==> src/rtl/apb_spi_fifo_regs_pkg.sv <==
// ============================================================================
// Module   : apb_spi_pkg
// Brief    : Register map, bit positions and mode-field type for the APB SPI
//            FIFO register front end.
// Revision : 1.0
// ============================================================================
`default_nettype none

package apb_spi_pkg;

  localparam logic [7:0] ADDR_CTRL   = 8'h00;
  localparam logic [7:0] ADDR_STATUS = 8'h04;
  localparam logic [7:0] ADDR_TXDATA = 8'h08;
  localparam logic [7:0] ADDR_RXDATA = 8'h0C;
  localparam logic [7:0] ADDR_LEVEL  = 8'h10;

  localparam int CTRL_MODE_W   = 7;
  localparam int CTRL_FIFO_CLR = 7;
  localparam int CTRL_SS_LSB   = 8;

  localparam int STAT_BUSY     = 0;
  localparam int STAT_TX_EMPTY = 1;
  localparam int STAT_TX_FULL  = 2;
  localparam int STAT_RX_EMPTY = 3;
  localparam int STAT_RX_FULL  = 4;
  localparam int STAT_RX_OVF   = 5;

  // Field order mirrors CTRL[6:0] so a write can be cast straight in.
  typedef struct packed {
    logic       enable;
    logic [1:0] scks;
    logic       rd;
    logic       order;
    logic       cpha;
    logic       cpol;
  } ctrl_t;

endpackage

`default_nettype wire

==> src/rtl/apb_spi_fifo_regs_if.sv <==
// ============================================================================
// Module   : apb_spi_fifo_regs_if
// Brief    : APB3 slave bus bundle (8-bit address, 32-bit data).
// Revision : 1.0
// ============================================================================
`default_nettype none

interface apb_spi_fifo_regs_if;

  logic        psel;
  logic        penable;
  logic        pwrite;
  logic [7:0]  paddr;
  logic [31:0] pwdata;
  logic [31:0] prdata;
  logic        pready;
  logic        pslverr;

  modport master (
    output psel, penable, pwrite, paddr, pwdata,
    input  prdata, pready, pslverr
  );

  modport slave (
    input  psel, penable, pwrite, paddr, pwdata,
    output prdata, pready, pslverr
  );

endinterface

`default_nettype wire

==> src/rtl/apb_spi_fifo_regs_sync_fifo.sv <==
// ============================================================================
// Module   : sync_fifo
// Brief    : Single-clock FIFO; full/empty gate push/pop, flush wins over both.
// Revision : 1.0
// ============================================================================
`default_nettype none

module sync_fifo #(
  parameter int WIDTH = 32,
  parameter int DEPTH = 8
) (
  input  wire logic                       clk,
  input  wire logic                       rst,
  input  wire logic                       push,
  input  wire logic                       pop,
  input  wire logic                       flush,
  input  wire logic [WIDTH-1:0]           wdata,
  output logic      [WIDTH-1:0]           rdata,
  output logic                            full,
  output logic                            empty,
  output logic      [$clog2(DEPTH):0]     count
);

  localparam int AW = $clog2(DEPTH);
  localparam int CW = AW + 1;

  logic [WIDTH-1:0] mem [DEPTH];
  logic [AW-1:0]    wr_ptr;
  logic [AW-1:0]    rd_ptr;
  logic [CW-1:0]    count_q;
  logic             do_push;
  logic             do_pop;

  assign full    = (count_q == CW'(DEPTH));
  assign empty   = (count_q == '0);
  assign count   = count_q;
  assign do_push = push & ~full;
  assign do_pop  = pop & ~empty;
  assign rdata   = empty ? '0 : mem[rd_ptr];

  always_ff @(posedge clk or posedge rst) begin
    if (rst) begin
      wr_ptr  <= '0;
      rd_ptr  <= '0;
      count_q <= '0;
    end else if (flush) begin
      wr_ptr  <= '0;
      rd_ptr  <= '0;
      count_q <= '0;
    end else begin
      if (do_push) wr_ptr <= wr_ptr + AW'(1);
      if (do_pop)  rd_ptr <= rd_ptr + AW'(1);
      count_q <= count_q + CW'(do_push) - CW'(do_pop);
    end
  end

  // Storage needs no reset: an empty FIFO never exposes it.
  always_ff @(posedge clk) begin
    if (do_push) mem[wr_ptr] <= wdata;
  end

endmodule

`default_nettype wire

==> src/rtl/apb_spi_fifo_regs.sv <==
// ============================================================================
// Module   : apb_spi_fifo_regs
// Brief    : APB register front end for the SPI master with TX/RX FIFOs.
// Revision : 1.0
// ============================================================================
`default_nettype none

module apb_spi_fifo_regs
  import apb_spi_pkg::*;
#(
  parameter int DATA_W     = 32,
  parameter int NUM_SS     = 4,
  parameter int FIFO_DEPTH = 8
) (
  input  wire logic              clk,
  input  wire logic              rst,
  apb_spi_fifo_regs_if.slave     apb,
  output logic                   ctrl_cpol,
  output logic                   ctrl_cpha,
  output logic                   ctrl_order,
  output logic                   ctrl_rd,
  output logic [1:0]             ctrl_scks,
  output logic [NUM_SS-1:0]      ctrl_slave_en,
  output logic [DATA_W-1:0]      tx_data,
  output logic                   tx_valid,
  input  wire logic              tx_ready,
  input  wire logic [DATA_W-1:0] rx_data,
  input  wire logic              rx_valid,
  input  wire logic              busy
);

  localparam int CW = $clog2(FIFO_DEPTH) + 1;

  ctrl_t             ctrl;
  logic [NUM_SS-1:0] slave_en;
  logic              rx_overflow;

  logic              access;
  logic [7:0]        reg_addr;
  logic [31:0]       rdata;
  logic              err;
  logic              ctrl_wr;
  logic              flush;
  logic              ovf_clr;
  logic              tx_push;
  logic              rx_pop;
  logic              tx_pop;

  logic [DATA_W-1:0] tx_head;
  logic [DATA_W-1:0] rx_head;
  logic              tx_full;
  logic              tx_empty;
  logic              rx_full;
  logic              rx_empty;
  logic [CW-1:0]     tx_count;
  logic [CW-1:0]     rx_count;
  logic [31:0]       ctrl_word;
  logic [31:0]       status_word;

  logic              unused_ok;
  assign unused_ok = &{1'b0, apb.paddr[1:0]};

  // Gating with rst keeps the bus outputs at reset values immediately.
  assign access   = apb.psel & apb.penable & ~rst;
  assign reg_addr = {apb.paddr[7:2], 2'b00};

  always_comb begin
    ctrl_word = '0;
    ctrl_word[CTRL_MODE_W-1:0]        = ctrl;
    ctrl_word[CTRL_SS_LSB +: NUM_SS]  = slave_en;
    status_word = '0;
    status_word[STAT_BUSY]     = busy;
    status_word[STAT_TX_EMPTY] = tx_empty;
    status_word[STAT_TX_FULL]  = tx_full;
    status_word[STAT_RX_EMPTY] = rx_empty;
    status_word[STAT_RX_FULL]  = rx_full;
    status_word[STAT_RX_OVF]   = rx_overflow;
  end

  always_comb begin
    rdata   = '0;
    err     = 1'b0;
    ctrl_wr = 1'b0;
    flush   = 1'b0;
    ovf_clr = 1'b0;
    tx_push = 1'b0;
    rx_pop  = 1'b0;
    if (access) begin
      case (reg_addr)
        ADDR_CTRL: begin
          if (apb.pwrite) begin
            ctrl_wr = 1'b1;
            flush   = apb.pwdata[CTRL_FIFO_CLR];
          end else begin
            rdata = ctrl_word;
          end
        end
        ADDR_STATUS: begin
          if (apb.pwrite) ovf_clr = apb.pwdata[STAT_RX_OVF];
          else            rdata   = status_word;
        end
        ADDR_TXDATA: begin
          if (!apb.pwrite || tx_full) err     = 1'b1;
          else                        tx_push = 1'b1;
        end
        ADDR_RXDATA: begin
          if (apb.pwrite || rx_empty) begin
            err = 1'b1;
          end else begin
            rdata  = 32'(rx_head);
            rx_pop = 1'b1;
          end
        end
        ADDR_LEVEL: begin
          if (apb.pwrite) err = 1'b1;
          else            rdata = {16'h0000, 8'(rx_count), 8'(tx_count)};
        end
        default: err = 1'b1;
      endcase
    end
  end

  assign apb.prdata  = rdata;
  assign apb.pslverr = err;
  assign apb.pready  = access;

  always_ff @(posedge clk or posedge rst) begin
    if (rst) begin
      ctrl        <= '0;
      slave_en    <= '0;
      rx_overflow <= 1'b0;
    end else begin
      if (ctrl_wr) begin
        ctrl     <= ctrl_t'(apb.pwdata[CTRL_MODE_W-1:0]);
        slave_en <= apb.pwdata[CTRL_SS_LSB +: NUM_SS];
      end
      // A fresh overflow outranks a same-cycle W1C so no event is lost.
      if (flush)                   rx_overflow <= 1'b0;
      else if (rx_valid && rx_full) rx_overflow <= 1'b1;
      else if (ovf_clr)            rx_overflow <= 1'b0;
    end
  end

  assign tx_valid = ctrl.enable & ~tx_empty;
  assign tx_pop   = tx_valid & tx_ready;
  assign tx_data  = tx_head;

  assign ctrl_cpol     = ctrl.cpol;
  assign ctrl_cpha     = ctrl.cpha;
  assign ctrl_order    = ctrl.order;
  assign ctrl_rd       = ctrl.rd;
  assign ctrl_scks     = ctrl.scks;
  assign ctrl_slave_en = slave_en;

  sync_fifo #(
    .WIDTH (DATA_W),
    .DEPTH (FIFO_DEPTH)
  ) u_tx_fifo (
    .clk   (clk),
    .rst   (rst),
    .push  (tx_push),
    .pop   (tx_pop),
    .flush (flush),
    .wdata (apb.pwdata[DATA_W-1:0]),
    .rdata (tx_head),
    .full  (tx_full),
    .empty (tx_empty),
    .count (tx_count)
  );

  sync_fifo #(
    .WIDTH (DATA_W),
    .DEPTH (FIFO_DEPTH)
  ) u_rx_fifo (
    .clk   (clk),
    .rst   (rst),
    .push  (rx_valid),
    .pop   (rx_pop),
    .flush (flush),
    .wdata (rx_data),
    .rdata (rx_head),
    .full  (rx_full),
    .empty (rx_empty),
    .count (rx_count)
  );

endmodule

`default_nettype wire
==> src/flat_wrapper.sv <==
// flat-port wrapper written by rule: the top's interface ports become plain ports
module apb_spi_fifo_regs_flat import apb_spi_pkg::*;
#(
  parameter int DATA_W     = 32,
  parameter int NUM_SS     = 4,
  parameter int FIFO_DEPTH = 8
)
  (clk, rst, ctrl_cpol, ctrl_cpha, ctrl_order, ctrl_rd, ctrl_scks, ctrl_slave_en, tx_data, tx_valid, tx_ready, rx_data, rx_valid, busy, apb_psel, apb_penable, apb_pwrite, apb_paddr, apb_pwdata, apb_prdata, apb_pready, apb_pslverr);
  apb_spi_fifo_regs_if apb_i ();
  input  wire logic clk;
  input  wire logic rst;
  output logic ctrl_cpol;
  output logic ctrl_cpha;
  output logic ctrl_order;
  output logic ctrl_rd;
  output logic [1:0] ctrl_scks;
  output logic [NUM_SS-1:0] ctrl_slave_en;
  output logic [DATA_W-1:0] tx_data;
  output logic tx_valid;
  input  wire logic tx_ready;
  input  wire logic [DATA_W-1:0] rx_data;
  input  wire logic rx_valid;
  input  wire logic busy;
  input wire logic [$bits(apb_i.psel)-1:0] apb_psel;
  input wire logic [$bits(apb_i.penable)-1:0] apb_penable;
  input wire logic [$bits(apb_i.pwrite)-1:0] apb_pwrite;
  input wire logic [$bits(apb_i.paddr)-1:0] apb_paddr;
  input wire logic [$bits(apb_i.pwdata)-1:0] apb_pwdata;
  output wire logic [$bits(apb_i.prdata)-1:0] apb_prdata;
  output wire logic [$bits(apb_i.pready)-1:0] apb_pready;
  output wire logic [$bits(apb_i.pslverr)-1:0] apb_pslverr;
  assign apb_i.psel = apb_psel;
  assign apb_i.penable = apb_penable;
  assign apb_i.pwrite = apb_pwrite;
  assign apb_i.paddr = apb_paddr;
  assign apb_i.pwdata = apb_pwdata;
  assign apb_prdata = apb_i.prdata;
  assign apb_pready = apb_i.pready;
  assign apb_pslverr = apb_i.pslverr;
  apb_spi_fifo_regs #(.DATA_W(DATA_W), .NUM_SS(NUM_SS), .FIFO_DEPTH(FIFO_DEPTH)) u_core (.clk(clk), .rst(rst), .apb(apb_i), .ctrl_cpol(ctrl_cpol), .ctrl_cpha(ctrl_cpha), .ctrl_order(ctrl_order), .ctrl_rd(ctrl_rd), .ctrl_scks(ctrl_scks), .ctrl_slave_en(ctrl_slave_en), .tx_data(tx_data), .tx_valid(tx_valid), .tx_ready(tx_ready), .rx_data(rx_data), .rx_valid(rx_valid), .busy(busy));
endmodule
==> config.mk <==
export PLATFORM = sky130hd
export DESIGN_NAME = apb_spi_fifo_regs_flat
export DESIGN_NICKNAME = d
export VERILOG_FILES = /design/src/rtl/apb_spi_fifo_regs_pkg.sv /design/src/rtl/apb_spi_fifo_regs_if.sv /design/src/rtl/apb_spi_fifo_regs_sync_fifo.sv /design/src/rtl/apb_spi_fifo_regs.sv /design/src/flat_wrapper.sv
export SDC_FILE = /design/constraint.sdc
export NUM_CORES = 1
export LEC_CHECK = 0
export CELL_PAD_IN_SITES_DETAIL_PLACEMENT = 1
export CELL_PAD_IN_SITES_GLOBAL_PLACEMENT = 2
export CORE_MARGIN = 4
export CORE_UTILIZATION = 41
export DETAILED_ROUTE_END_ITERATION = 10
export PLACE_DENSITY = 0.83
export SLEW_MARGIN = 30
export SYNTH_ARGS = -nofsm -noshare
export SYNTH_HDL_FRONTEND = slang
export SYNTH_SLANG_ARGS = --single-unit
==> constraint.sdc <==
create_clock -name clk -period 3.7 [get_ports clk]
set_input_delay 0.74 -clock clk [delete_from_list [all_inputs] [get_ports clk]]
set_output_delay 0.74 -clock clk [all_outputs]
set_load 0.005 [all_outputs]
==> results.md <==
- In this run the number of H-tree levels came out at 2.
- Clock-pin slew was measured on the worst setup and hold paths at 0.06 ns.
- For the pin with the worst max-slew slack, the measured transition is 0.849 ns.
- The commonest cells after synthesis are sky130_fd_sc_hd__edfxtp_1, sky130_fd_sc_hd__mux4_2, sky130_fd_sc_hd__nor2_1.
- The number of hold-slack violations in the final timing report was 0.
- From bottom edge to top edge, the die measures 236 um.
- The number of pins with negative max-slew slack in the final report was 0.
- The TritonCTS clock tree is done.
- The highest net fanout along the worst path is 12.
- Routability-driven placement finished with a final weighted congestion of 0.750.
- The number of top-level pins is 157.
- The flip-flop cell with the highest count after synthesis is sky130_fd_sc_hd__edfxtp_1.
- The post-layout net count is 1355.
- The power consumption is 15.3 mW.
- The starting density of the core is 41.5%.
- The number of port buffers is 154.
- The detailed router put a total of 20.3 mm of wire on met1.
- Dividing total power by cell area gives a power density of 581 nW/um^2.
- The post-route netlist has 26.0% of its cells at a drive strength greater than 1.
- Cells fill 51.0% of the core in the end.
- The worst vdd rail ir drop is 0.000451 V.
- After detailed routing, the average wire length per cell comes to 25.3 um.
- Synthesis handed over a netlist of 1026 instances.
- For this run, the number of standard cells in the final layout without fillers is 1981.
- The tightest min-delay check is of the reg2reg type.
- The met2 routed wirelength is 25.9 mm.
- The final reports fail on negative setup slack.
- The via count normalized by instance count is 5.39.
- The cell sitting at the root of the clock tree is a sky130_fd_sc_hd__clkbuf_16.
- The via count of the first global-routing pass is 11900.
- The vias after detailed routing is 10700.
- The maximum number of pins on one net before global-route repair is 39.
- The area of the core region is 51500 sq um.
- Compared with the post-synthesis result, the final layout area differs by 22.9%.
- The headroom to the max-slew limit is 43.4%.
- The highest achievable clock rate is 0.260 GHz.
- The biggest area consumer among synthesized cells is sky130_fd_sc_hd__edfxtp_1.
- The register bit total from synthesis is 544.
- The DRC violation count after routing is 0.
- The number of nets produced by synthesis is 1124.
- Clock skew on the completed layout was measured at 0.0226 ns.
- The flow ran to the end, but the final reports show violations.
- The data required time at the worst endpoint is 2.96 ns.
- The violation count after the first detailed-routing iteration is 652.
- The highest routing layer actually used is met5.
- Averaged over all synthesized cells, the footprint is 20.8 sq um.
- STA puts the critical path data arrival time at 3.11 ns.
- Setup repair after global routing could not meet its margin everywhere.
- After global routing the overflow that remains totals 0.
- The first global-routing pass estimated 75.6 mm of wire.
- The reported leakage power is 8.49 nW.
- For this run, the number of Yosys warnings is 0.
- By area the synthesized netlist is led by sky130_fd_sc_hd__edfxtp_1, sky130_fd_sc_hd__mux4_2, sky130_fd_sc_hd__dfrtp_1.
- The fraction of post-synthesis cell area in the top cell type by area is 71.9%.
- In this run the remaining antenna-violating nets after routing total 0.
- The critical path is of the in2out type.
- The worst setup path is captured at an output port.
- At the placement stage, the worst setup path has a slack of -0.561 ns.
- The row count is 83.
- The total global routing track utilization is 17.8%.
- The chip width is 236 um.
- The async set-or-reset flop fraction in the synthesized netlist is 5.88%.
- Yosys instantiated no cell more often than sky130_fd_sc_hd__edfxtp_1.
- The worst setup path is launched from an input pin.
- The signal on the critical path passes through clkdlybuf4s50_1 -> or4_4 -> or4_4 -> buf_8 -> nor2_1 -> clkdlybuf4s50_1.
- The area enclosed by the die boundary is 55900 sq um.
- The total wire length is 50.0 mm.
- No sink is reached through more buffers than the 3 on the longest clock path.
- After synthesis, flip-flops and latches occupy 75.7% of the total area.
- In the detailed route, the total length drawn on met3 is 2.97 mm.
- The cell at the slowest stage of the critical path is sky130_fd_sc_hd__or4_4.
- Yosys mapped a number of flops with a built-in enable equal to 512.
- The number of placed instances, taps included, is 1877.
- The delay of the slowest cell on the worst path is 0.60 ns.
- The final setup slack of the worst path is -0.149 ns.
- Detailed placement finished with a half-perimeter wire length of 31.0 mm.
- Setup violations remaining at the end of the flow were counted as 6.
- The sink count of the clock tree is 544.
- The insertion delay to the later sink of the worst-skew pair is 0.60 ns.
- The netlist uses 44 different library cells.
- Among cell families on the critical path, the largest total delay comes from simple AND/OR/NAND/NOR gates.
- The number of optimization iterations in the first detailed-route pass is 5.
- The initial antenna violation count is 2.
- The cell area after technology mapping is 21400 sq um.
- The fill cell total of the finished layout is 4694.
- The number of buffers added by the clock tree synthesis step is 54.
- The number of buffer and inverter instances along the worst setup path is 3.
- The minimum clock period after layout is 3.85 ns.
- The max-cap check violation count is 0.
- The worst path uses 104% of the clock period.
## what timing repair did
| action | 4_1_cts | 5_1_grt |
|---|---|---|
| setup buffers | 4 | 0 |
| hold endpoints to repair | 0 | 0 |
| hold buffers | 0 | 0 |
| pin swaps | 2 | 0 |
| cloned | 0 | 0 |
| endpoints found under the setup margin | 35 | 26 |
| resized for setup | 43 | 30 |
## placed cells by master (no fill, tap or decap), types with 12 or more instances in the layout
cell type	n
sky130_fd_sc_hd__inv_1	17
sky130_fd_sc_hd__dfrtp_1	26
sky130_fd_sc_hd__clkdlybuf4s50_1	128
sky130_fd_sc_hd__buf_12	19
sky130_fd_sc_hd__mux4_2	128
sky130_fd_sc_hd__ha_1	16
sky130_fd_sc_hd__nand2_1	15
sky130_fd_sc_hd__edfxtp_1	512
sky130_fd_sc_hd__nor2_1	65
sky130_fd_sc_hd__buf_4	49
sky130_fd_sc_hd__nor2_4	12
sky130_fd_sc_hd__clkbuf_16	55
sky130_fd_sc_hd__mux2i_1	72
## power breakdown
group,internal (mW),switching (mW)
registers,7.25,0.211
clock network,3.21,2.25
logic,1.18,1.17
## routing by layer
metal / vias up / GRT usage, %
met5: - / 0
met4: 2 / 4.12
met3: 54 / 4.15
met2: 285 / 31.1
met1: 5684 / 22.9
li1: 4652 / -
## worst paths after layout
kind / from / to / slack, ns / cells past startpoint
max: apb_paddr[6] / apb_prdata[17] / -0.15 / 6
min: u_core.ctrl_cpol$_DFFE_PP0P_ / u_core.ctrl_cpol$_DFFE_PP0P_ / 0.55 / 1
max reg2reg: u_core.u_rx_fifo.count[2]$_DFF_PP0_ / u_core.u_rx_fifo.count[2]$_DFF_PP0_ / 0.75 / 12
min reg2reg: u_core.ctrl_cpol$_DFFE_PP0P_ / u_core.ctrl_cpol$_DFFE_PP0P_ / 0.55 / 1
max in group asynchronous: rst / u_core.ctrl_slave_en[0]$_DFFE_PP0P_ / 2.45 / 4
min in group asynchronous: rst / u_core.u_tx_fifo.wr_ptr[1]$_DFFE_PP0P_ / 0.71 / 3
## cells by family (layout without fill, tap and decap cells)
kind of cell | Yosys count | count (layout) | synth area share (%)
xor gates and xnor gates | 8 | 8 | 0.328
muxes | 211 | 211 | 17.4
and+or+nand+nor | 140 | 140 | 3.07
adders and majority gates | 18 | 18 | 1.12
AOI/OAI and AO/OA | 37 | 37 | 1.09
DFF | 544 | 544 | 75.7
buffers and inverters | 68 | 341 | 1.28
other | 0 | 2 | 0
## registers in the layout, summed over array words and instances, names as in the netlist
name,cells
u_core.u_tx_fifo.rd_ptr,3
u_core.ctrl,1
u_core.ctrl_cpol,1
u_core.u_rx_fifo.wr_ptr,3
u_core.u_tx_fifo.mem,256
u_core.ctrl_rd,1
u_core.u_rx_fifo.rd_ptr,3
u_core.ctrl_scks,2
u_core.u_tx_fifo.count,4
u_core.u_rx_fifo.count,4
u_core.ctrl_slave_en,4
u_core.rx_overflow,1
u_core.ctrl_order,1
u_core.ctrl_cpha,1
u_core.u_tx_fifo.wr_ptr,3
u_core.u_rx_fifo.mem,256
## stage by stage
step / hold slack (ns) / cell area (sq um) / setup TNS, ns
global route: 0.586 / 26300 / -1.13
finish: 0.547 / 26300 / -0.760
detailed placement: 0.544 / 24500 / -15.65
floorplan: 0.504 / 21400 / 0
global placement: 0.538 / 24500 / -15.02
CTS: 0.559 / 26300 / -1.37
## final cells by class
class / instances / area (sq um) / share of cell area [%]
multi-input combinational: 414 / 5110 / 19.5
sequential: 544 / 16200 / 61.6
timing repair buffer: 225 / 2280 / 8.68
clock buffer: 66 / 1420 / 5.40
clock inverter: 32 / 349 / 1.33
antenna: 2 / 5.00 / 0.0191
inverter: 18 / 67.6 / 0.257
tap: 680 / 851 / 3.24
No activity file was read; power rests on OpenSTA's default activity.
